## src/rtl/tetris_pkg.sv

```systemverilog
// Shared types and constants for the Tetris display path.
// The BCD converter and its digit-adjust cell import this package.
package tetris_pkg;

    typedef enum logic [1:0] {
        IDLE   = 2'd0,
        SHIFT  = 2'd1,
        FINISH = 2'd2
    } bcd_state_t;

    localparam int         BCD_DIGIT_W    = 4;
    localparam logic [3:0] BCD_ADJ_THRESH = 4'd5;
    localparam logic [3:0] BCD_ADJ_ADD    = 4'd3;

endpackage

```

## src/rtl/bcd_digit_adjust.sv

```systemverilog
// Double-dabble correction cell: one BCD digit gets +3 when it is 5 or more,
// so that the following left shift carries correctly into the next decade.
module bcd_digit_adjust
    import tetris_pkg::*;
(
    input  logic [BCD_DIGIT_W-1:0] digit_i,
    output logic [BCD_DIGIT_W-1:0] digit_o
);

    assign digit_o = (digit_i >= BCD_ADJ_THRESH) ? (digit_i + BCD_ADJ_ADD) : digit_i;

endmodule

```

## src/rtl/bin2bcd_converter.sv

```systemverilog
// Sequential binary-to-BCD converter (shift-and-add-3, one bit per clock)
// feeding the score and line-count seven-segment decoders.
module bin2bcd_converter
    import tetris_pkg::*;
#(
    parameter int BIN_WIDTH = 14,
    parameter int DIGITS    = 4
) (
    input  logic                   clk,
    input  logic                   rst,
    input  logic                   start,
    input  logic [BIN_WIDTH-1:0]   bin,
    output logic                   busy,
    output logic                   done,
    output logic [4*DIGITS-1:0]    bcd,
    output logic                   overflow
);

    localparam int                 BCD_W     = BCD_DIGIT_W * DIGITS;
    localparam int                 SCR_W     = BCD_DIGIT_W * (DIGITS + 1);
    localparam int                 CNT_W     = $clog2(BIN_WIDTH + 1);
    localparam logic [CNT_W-1:0]   CNT_LOAD  = CNT_W'(BIN_WIDTH);
    localparam logic [CNT_W-1:0]   CNT_ONE   = CNT_W'(1);
    localparam logic [31:0]        OVF_LIMIT = 32'(10 ** DIGITS - 1);
    localparam logic [BCD_W-1:0]   ALL_NINES = {DIGITS{4'h9}};

    bcd_state_t             state_q, state_d;
    logic [BIN_WIDTH-1:0]   bin_q, bin_d;
    logic [SCR_W-1:0]       scratch_q, scratch_d;
    logic [SCR_W-1:0]       scratch_adj;
    logic [CNT_W-1:0]       cnt_q, cnt_d;
    logic                   ovf_pend_q, ovf_pend_d;
    logic                   busy_q, done_q, overflow_q;
    logic [BCD_W-1:0]       bcd_q;
    logic                   unused_top_bit;

    // The extra scratch digit absorbs the carry of inputs above 10^DIGITS-1.
    for (genvar gi = 0; gi < DIGITS + 1; gi++) begin : g_adj
        bcd_digit_adjust u_adj (
            .digit_i (scratch_q[gi*BCD_DIGIT_W +: BCD_DIGIT_W]),
            .digit_o (scratch_adj[gi*BCD_DIGIT_W +: BCD_DIGIT_W])
        );
    end

    assign unused_top_bit = scratch_adj[SCR_W-1];

    always_comb begin
        state_d    = state_q;
        bin_d      = bin_q;
        scratch_d  = scratch_q;
        cnt_d      = cnt_q;
        ovf_pend_d = ovf_pend_q;
        case (state_q)
            IDLE: begin
                if (start) begin
                    bin_d      = bin;
                    scratch_d  = '0;
                    cnt_d      = CNT_LOAD;
                    ovf_pend_d = ({{(32-BIN_WIDTH){1'b0}}, bin} > OVF_LIMIT);
                    state_d    = SHIFT;
                end
            end
            SHIFT: begin
                {scratch_d, bin_d} = {scratch_adj[SCR_W-2:0], bin_q, 1'b0};
                cnt_d = cnt_q - CNT_ONE;
                if (cnt_q == CNT_ONE) begin
                    state_d = FINISH;
                end
            end
            FINISH: begin
                state_d = IDLE;
            end
            default: begin
                state_d = IDLE;
            end
        endcase
    end

    always_ff @(posedge clk) begin
        if (rst) begin
            state_q    <= IDLE;
            bin_q      <= '0;
            scratch_q  <= '0;
            cnt_q      <= '0;
            ovf_pend_q <= 1'b0;
            busy_q     <= 1'b0;
            done_q     <= 1'b0;
            bcd_q      <= '0;
            overflow_q <= 1'b0;
        end else begin
            state_q    <= state_d;
            bin_q      <= bin_d;
            scratch_q  <= scratch_d;
            cnt_q      <= cnt_d;
            ovf_pend_q <= ovf_pend_d;
            // Outputs are registered, so they trail the FSM by one cycle.
            busy_q     <= (state_q != IDLE);
            done_q     <= (state_q == FINISH);
            if (state_q == FINISH) begin
                bcd_q      <= ovf_pend_q ? ALL_NINES : scratch_q[BCD_W-1:0];
                overflow_q <= ovf_pend_q;
            end
        end
    end

    assign busy     = busy_q;
    assign done     = done_q;
    assign bcd      = bcd_q;
    assign overflow = overflow_q;

endmodule
```

## config.mk

```make
export PLATFORM = sky130hd
export DESIGN_NAME = bin2bcd_converter
export DESIGN_NICKNAME = d
export VERILOG_FILES = /design/src/rtl/tetris_pkg.sv /design/src/rtl/bcd_digit_adjust.sv /design/src/rtl/bin2bcd_converter.sv
export SDC_FILE = /design/constraint.sdc
export NUM_CORES = 1
export LEC_CHECK = 0
export ABC_AREA = 1
export CAP_MARGIN = 20
export CORE_ASPECT_RATIO = 1.4
export CORE_UTILIZATION = 51
export CTS_CLUSTER_DIAMETER = 100
export DETAILED_ROUTE_END_ITERATION = 10
export GPL_TIMING_DRIVEN = 1
export PLACE_DENSITY = 0.76
export SLEW_MARGIN = 20
export SYNTH_ARGS = -nofsm -noshare
export SYNTH_HDL_FRONTEND = slang
export SYNTH_SLANG_ARGS = --single-unit
```

## constraint.sdc

```tcl
create_clock -name clk -period 1.55 [get_ports clk]
set_clock_uncertainty 0.05 [all_clocks]
set_input_delay 0.3875 -clock clk [delete_from_list [all_inputs] [get_ports clk]]
set_output_delay 0.3875 -clock clk [all_outputs]
set_load 0.03 [all_outputs]
```

Yosys cells after proc, flatten, opt, wreduce, memory -nomap -nowiden
Cells that the tools add are included.
- div/mod/pow operators: 0
- eq/ne operators: 5
- bitwise gates (word level): 0
- muxes and demuxes: 15
- shift operators: 0
- order comparisons: 6
- multipliers: 0
- $add $sub $neg: 6
- reduce and logical (&&, ||, !) cells: 6
- operators by type and width (kind ; number):
    one-hot mux 20 bit (2 select lines) ; 1
    one-hot mux 14 bit (2 select lines) ; 1
    >= comparator 4 x 3 -> 1 bit (second input constant) ; 5
    two-way mux 20 bit ; 1
    two-way mux 4 bit ; 5
    adder 4 x 2 -> 4 bit (second input constant) ; 4
    two-way mux 16 bit ; 1
    > comparator 14 bit (second input constant) ; 1
    two-way mux 14 bit ; 1
    one-hot mux 4 bit (2 select lines) ; 1
    AND reduction 2 bit ; 3
    equality test 4 x 1 -> 1 bit (second input constant) ; 1
    two-way mux 2 bit ; 2
    inequality test 2 bit (second input constant) ; 2
    one-hot mux 2 bit (2 select lines) ; 1
    nonzero test 2 bit ; 2
    subtractor 4 x 1 -> 4 bit (second input constant) ; 1
    adder 3 x 2 -> 3 bit (second input constant) ; 1
    two-way mux 3 bit ; 1
    equality test 2 x 1 -> 1 bit (second input constant) ; 1
    equality test 2 bit (second input constant) ; 1
    logical NOT 2 bit ; 1
- memories kept: 0
- flip-flop bits (word level): 60
- latch bits: 0
- RAM bits: 0
- memory bits (read-only): 0

Depth between registers and ports, before layout
Gate-level depths: netlist (run 1).
- depth after elaboration: 3
- gate-level depth with buffers: 9

Modules after synthesis
From an unflattened synthesis (run 1), not the netlist that was laid out.
- cells, all modules: 344
- area, all modules: 2627.5 sq um
- by module, submodules not included (module ; cells each ; seq. area each (sq um) ; area an instance (sq um) ; times used):
    bin2bcd_converter ; 252 ; 1121.1 ; 2087.0 ; 1
    bcd_digit_adjust ; 23 ; 0.0 ; 135.1 ; 4

Worst setup path after synthesis (run 1)
OpenSTA, ideal clock, no wires.
- path kind: input to register
- from: in rst
- to: reg bcd_q[12] (netlist: bcd[12])
- arrival time: 1.051 ns
- setup slack: 0.317 ns
- buffers on the path: 3
- stages on the path: 4
- data required time: 1.368 ns
- cells stage by stage: clkbuf_1 > buf_2 > clkbuf_1 > a21oi_1
- RTL lines (item ; RTL line ; RTL):
    start: declaration ; bin2bcd_converter.sv:10 ; input logic rst,
    end signal: assignment ; bin2bcd_converter.sv:100 ; bcd_q <= ovf_pend_q ? ALL_NINES : scratch_q[BCD_W-1:0];
    end: declaration ; bin2bcd_converter.sv:34 ; logic [BCD_W-1:0] bcd_q;
No word-level cell between the ends.

Worst setup path in the final report (run 1)
- from: reg bcd_q[10] (netlist: bcd[10])
- to: out bcd[10]
- RTL lines (item ; RTL line ; RTL):
    end: declaration ; bin2bcd_converter.sv:15 ; output logic [4*DIGITS-1:0] bcd,
No word-level cell between the ends.

==> impl_metrics.json, run 1 <==
{
  "die_area_um2": 5250,
  "multi_input_area_um2": 1219,
  "tightest_slew_ns": 0.3510,
  "clk_latency_ns": 0.30,
  "path_class": "register to output pin",
  "final_cell_area_um2": 3080,
  "synth_top_flop_cell": "dfxtp_1",
  "cts-root-buf": "clkbuf_8",
  "start_util": 0.5266,
  "area_delta_synth_final_pct": 21.76,
  "wl_met1_um": 2245,
  "core_area_um2": 4805,
  "ys_warn_count": 0,
  "num_io_pins": 36,
  "worstPathCellList": "dlygate4sd2_1",
  "regArea_um2": 1124,
  "period_needed_ns": 1.476,
  "io_buffers": 35,
  "nFillCells": 478,
  "ctsHtreeMaxLevel": 2,
  "hold_buffers": 0,
  "path_buf_inv": 1,
  "yosysUniqueCellTypes": 23,
  "critPathMaxStageDelay_ns": 0.40,
  "vias": 2327,
  "utilization": 0.6411,
  "setup_viol": 0,
  "p_per_area_nw_per_um2": 887.7,
  "crit_slowest_cell": "dlygate4sd2_1",
  "drtPass1Iterations": 5,
  "cap_violations": 0,
  "drt-wirelength-per-cell_um": 11.77,
  "grtUsageTotal": 0.2224,
  "die_height_um": 85.34,
  "vdd_drop_max_v": 0.0006600,
  "cp-end-kind": "output pin",
  "die_x_um": 61.53,
  "rr_worst_depth": 9,
  "critical-path-top-delay-family": "buffers and inverters",
  "rrSetupSlack_ns": 0.16,
  "stdcell_count": 452,
  "place_congestion": 0.8152,
  "synth_fp_nets": 377,
  "fin_crit_sh": 0.9525,
  "hold-path-endpoint": "bcd[5]$_SDFFE_PP0P_",
  "hold_path.class": "register to register",
  "cts.sinks": 56,
  "diodes": 0,
  "rows": 30,
  "clk_pin_slew_ns": 0.09,
  "drc": 0,
  "antenna_found_initial": 0,
  "start_kind": "register",
  "power.leakage_uw": 0.001292,
  "cts_tree": "done",
  "wl_met3_um": 241,
  "top_layer": "met4",
  "synth_area_um2": 2530,
  "layout_common_cells": "115 x nand2_1, 54 x dfxtp_1, 35 x a21oi_1",
  "status": "complete, no violations",
  "min_from": "bcd[5]$_SDFFE_PP0P_",
  "vias_per_cell": 5.148,
  "rsz0062_at_grt": "no",
  "cp_data_required_time_ns": 1.11,
  "max_freq_ghz": 0.6773,
  "ys_seq_area_frac": 0.4431,
  "hold_viol_final": 0,
  "holdPathStages": 2,
  "layout.nets": 414,
  "relSlewSlack": 0.7657,
  "layout_commonest_cell": "nand2_1",
  "cp_max_fo": 2,
  "crit_arrival_ns": 1.04,
  "place_ws_ns": -0.04140,
  "dp_hpwl_um": 3914,
  "grt_max_degree": 34,
  "clockBufferDepth": 2,
  "dp.cells": 444,
  "timing.rr.end": "scratch_q[8]$_SDFFE_PP0P_",
  "synthArstFlopShare": 0,
  "r2r_start": "scratch_q[4]$_SDFFE_PP0P_",
  "synth_cells": 350,
  "fin_ws_ns": 0.07359,
  "grt_pass1_vias": 2134,
  "dr.first_iter.drc_count": 99,
  "slew_violations": 0,
  "synth-edff-count": 0,
  "drive_above_1_share": 0.07216,
  "synth_seq_cells": 56,
  "dpl_cell_area_um2": 2985,
  "drt.antenna.violating_nets": 0,
  "numCtsBuffers": 5,
  "wl_met2_um": 2759,
  "avgSynthCellArea_um2": 7.228,
  "grt-ovfl-total": 0,
  "grt_pass1_wl_um": 8907,
  "routed_wl_um": 5319
}
[cells in the mapped netlist, types with 4 or more instances]
| library cell | n | area, µm² |
|---|---|---|
| inv_2 | 4 | 15.01 |
| nand3_1 | 16 | 80.08 |
| o211ai_1 | 4 | 30.03 |
| nand2_1 | 115 | 431.7 |
| inv_1 | 25 | 93.84 |
| ha_1 | 10 | 125.1 |
| clkbuf_1 | 5 | 18.77 |
| nand4_1 | 8 | 50.05 |
| dfxtp_1 | 56 | 1121 |
| nor2_1 | 27 | 101.4 |
| a31oi_1 | 12 | 75.07 |
| buf_2 | 9 | 45.04 |
| a21oi_1 | 35 | 175.2 |
| o21ai_0 | 12 | 60.06 |
[power by group]
group          leakage (µW)  internal (µW)  switching (µW)  total, µW
logic              0.000780            121             162        284
registers          0.000456           1480            31.0       1510
clock network     0.0000558            488             449        937
[what timing repair did]
action	in CTS	in global routing
setup buffers	0	0
setup endpoints to repair	19	6
resized for setup	19	6
[logic make-up (layout without fill, tap and decap cells)]
logic type | count (synthesis) | after routing | share of synthesized area
flip-flops | 56 | 56 | 0.4431
buffers and inverters | 45 | 83 | 0.07517
adder cells (fa/ha/maj) | 10 | 10 | 0.04946
AO/OA/AOI/OAI | 66 | 66 | 0.1439
XOR/XNOR | 1 | 1 | 0.003463
AND/OR/NAND/NOR | 172 | 172 | 0.2849
[state kept, by name, indices dropped and copies added, names as in the netlist]
signal,count
done,1
scratch_q,16
busy,1
ovf_pend_q,1
cnt_q,4
bin_q,14
overflow,1
state_q,2
bcd,16
[worst max-delay path by stage]
stage,start,endpoint,cells past startpoint
3_3_place_gp,start,bin_q[7]$_SDFFE_PP0P_,5
2_1_floorplan,rst,bcd[12]$_SDFFE_PP0P_,4
4_1_cts,overflow$_SDFFE_PP0P_,overflow,1
3_5_place_dp,rst,bcd[3]$_SDFFE_PP0P_,4
6_report,bcd[10]$_SDFFE_PP0P_,bcd[10],1
5_1_grt,bcd[9]$_SDFFE_PP0P_,bcd[9],1
[per-layer routing]
layer,track usage,vias up
met5,0,-
met3,0.03659,6
met1,0.2507,1038
li1,-,1213
met4,0.08485,0
met2,0.3988,70
[per-stage QoR]
step           hold slack (ns)  TNS [ns]  power [µW]
2_1_floorplan           0.3945         0        1714
3_3_place_gp            0.4022         0        1827
3_5_place_dp            0.4061   -0.2144        1834
4_1_cts                 0.4200         0        2763
5_1_grt                 0.4389         0        2880
6_report                0.4156         0        2735
[final cells by class]
type                            instances  share of cell area
Multi-Input combinational cell        249              0.3956
Sequential cell                        56              0.3647
Clock buffer                            6             0.02356
Timing Repair Buffer                   45              0.1401
Inverter                               30             0.03737
Tap cell                               64             0.02600
Clock inverter                          2             0.01259
[worst min-delay path, delay by kind of cell, from the launching register on]
| kind | cells | cell delay (ns) |
|---|---|---|
| compound gates | 1 | 0.06 |
| flops | 1 | 0.32 |
| simple gates | 1 | 0.06 |
Power figures use the tool's default switching activity.
==> run 2, diff against run 1 <==
--- a/config.mk
+++ b/config.mk
@@ -5,7 +5,6 @@
 export SDC_FILE = /design/constraint.sdc
 export NUM_CORES = 1
 export LEC_CHECK = 0
-export ABC_AREA = 1
 export CAP_MARGIN = 20
 export CORE_ASPECT_RATIO = 1.4
 export CORE_UTILIZATION = 51
==> impl_metrics.json, run 2 <==
{
  "ctsHtreeMaxLevel": 2,
  "crit_arrival_ns": 1.07,
  "status": "complete, no violations",
  "synth_seq_cells": 56,
  "die_height_um": 87.17,
  "critPathMaxStageDelay_ns": 0.40,
  "hold_viol_final": 0,
  "worstPathCellList": "dlygate4sd2_1",
  "ys_seq_area_frac": 0.4242,
  "drive_above_1_share": 0.1526,
  "diodes": 0,
  "grt-ovfl-total": 0,
  "vias_per_cell": 5.524,
  "path_class": "register to output pin",
  "vias": 2381,
  "rsz0062_at_grt": "no",
  "synth_fp_nets": 345,
  "final_cell_area_um2": 3314,
  "grtUsageTotal": 0.2354,
  "fin_crit_sh": 0.9699,
  "cap_violations": 0,
  "fin_hold_ws_ns": 0.4007,
  "setup_viol": 0,
  "clk_pin_slew_ns": 0.10,
  "synth_top_flop_cell": "dfxtp_1",
  "power.leakage_uw": 0.001389,
  "hold_buffers": 0,
  "fin_setup_tns_ns": 0,
  "grt_max_degree": 44,
  "dr.first_iter.drc_count": 126,
  "yosysTopAreaCell": "dfxtp_1",
  "synth-edff-count": 0,
  "numCtsBuffers": 5,
  "clockBufferDepth": 2,
  "io_buffers": 35,
  "synth_most_common_cell": "dfxtp_1",
  "period_needed_ns": 1.503,
  "drc": 0,
  "drt.antenna.violating_nets": 0,
  "die_x_um": 62.84,
  "die_area_um2": 5477,
  "clk_latency_ns": 0.31,
  "dp_hpwl_um": 4174,
  "layout_commonest_cell": "dfxtp_1",
  "relSlewSlack": 0.5873,
  "multi_input_area_um2": 1378,
  "dp.cells": 422,
  "grt_pass1_vias": 2319,
  "cp_max_fo": 2,
  "antenna_found_initial": 0,
  "vdd_drop_max_v": 0.0004735,
  "critical-path-top-delay-family": "buffers and inverters",
  "cts_tree": "done",
  "ys_warn_count": 0,
  "stdcell_count": 431,
  "grt_pass1_wl_um": 10280,
  "place_congestion": 0.7944,
  "synthTopCellsByCount": "56 x dfxtp_1, 54 x nor2_1, 39 x a21oi_1, 24 x nor3_1, 18 x inv_1",
  "crit_slowest_cell": "dlygate4sd2_1",
  "num_io_pins": 36,
  "start_util": 0.5374,
  "dpl_cell_area_um2": 3169,
  "cts.sinks": 56,
  "postCtsSetupRepairBufs": 0,
  "tightest_slew_ns": 0.6182,
  "regArea_um2": 1124,
  "cts-root-buf": "clkbuf_8",
  "slew_violations": 0,
  "synth_cells": 318,
  "synth.area.top_cells": "dfxtp_1 42%, nor2_1 7.7%, a21oi_1 7.4%",
  "drt-wirelength-per-cell_um": 14.05,
  "layout.nets": 393,
  "nFillCells": 428,
  "synthArstFlopShare": 0,
  "area_delta_synth_final_pct": 25.43,
  "routed_wl_um": 6056,
  "layout_common_cells": "54 x dfxtp_1, 52 x nor2_1, 35 x a21oi_1",
  "avgSynthCellArea_um2": 8.310,
  "synth_area_um2": 2643,
  "max_freq_ghz": 0.6652,
  "synth_top_cell_area_share": 0.4242,
  "yosysUniqueCellTypes": 34,
  "cp_data_required_time_ns": 1.11,
  "drtPass1Iterations": 4,
  "core_area_um2": 4917,
  "hold_path.class": "register to register",
  "path_buf_inv": 1,
  "rows": 30,
  "cp-end-kind": "output pin",
  "start_kind": "register",
  "p_per_area_nw_per_um2": 833.4
}
==> run 2: worst min-delay path, cell delays in order (launching register included) <==
cell and delay (ns):
dfxtp_1 0.32, nand2_1 0.05, a21oi_1 0.05
==> run 2: final timing paths <==
path | from | end | slack (ns) | depth (start not counted)
min | bcd[6]$_SDFFE_PP0P_ | bcd[6]$_SDFFE_PP0P_ | 0.40 | 2
max reg2reg | scratch_q[1]$_SDFFE_PP0P_ | scratch_q[2]$_SDFFE_PP0P_ | 0.07 | 6
max | bcd[10]$_SDFFE_PP0P_ | bcd[10] | 0.05 | 1
min reg2reg | bcd[6]$_SDFFE_PP0P_ | bcd[6]$_SDFFE_PP0P_ | 0.40 | 2
==> run 2: metal layers <==
metal | GRT usage | up-vias | part of all wire | routed length (µm)
met5 | 0 | - | 0 | 0
met4 | 0.09302 | 0 | 0.020 | 119
met3 | 0.04058 | 10 | 0.024 | 147
met2 | 0.4437 | 52 | 0.54 | 3243
met1 | 0.2598 | 1125 | 0.42 | 2544
li1 | - | 1194 | - | -
==> run 2: logic make-up (layout without fill, tap and decap cells) <==
family | count (synthesis) | in the layout | synth area share
simple gates | 123 | 123 | 0.2178
flops | 56 | 56 | 0.4242
fa+ha+maj | 10 | 10 | 0.04735
buf+inv | 39 | 88 | 0.06297
mux | 4 | 4 | 0.01515
xor+xnor | 7 | 7 | 0.02320
compound gates | 79 | 79 | 0.2093
==> run 2: stage by stage <==
| stage | setup slack, ns | total power [µW] | utilization |
|---|---|---|---|
| floorplan | 0.1486 | 1788 | - |
| global placement | -0.3663 | 1919 | 0.6445 |
| detailed placement | -0.4116 | 1928 | 0.6445 |
| CTS | 0.01121 | 2763 | 0.6636 |
| global route | 0.003749 | 2884 | 0.6740 |
| finish | 0.04670 | 2762 | 0.6740 |
==> run 2: where the power goes <==
part	switching (µW)	internal, µW
Sequential	45.8	1490
Combinational	195	179
Clock	487	363
==> run 2: area by class of cell <==
cell class              count  area share
clock inverters             2    0.004530
repair buffers             62      0.1714
clock buffers               6     0.02492
inverters                  18     0.02039
multi-input cells         223      0.4156
well taps                  64     0.02416
flip-flops and latches     56      0.3390
==> run 2: what timing repair did <==
item                                    4_1_cts  5_1_grt
pin swaps                                     0        2
gates resized for setup                      25       10
gates cloned                                  0        1
endpoints found under the setup margin       33       29
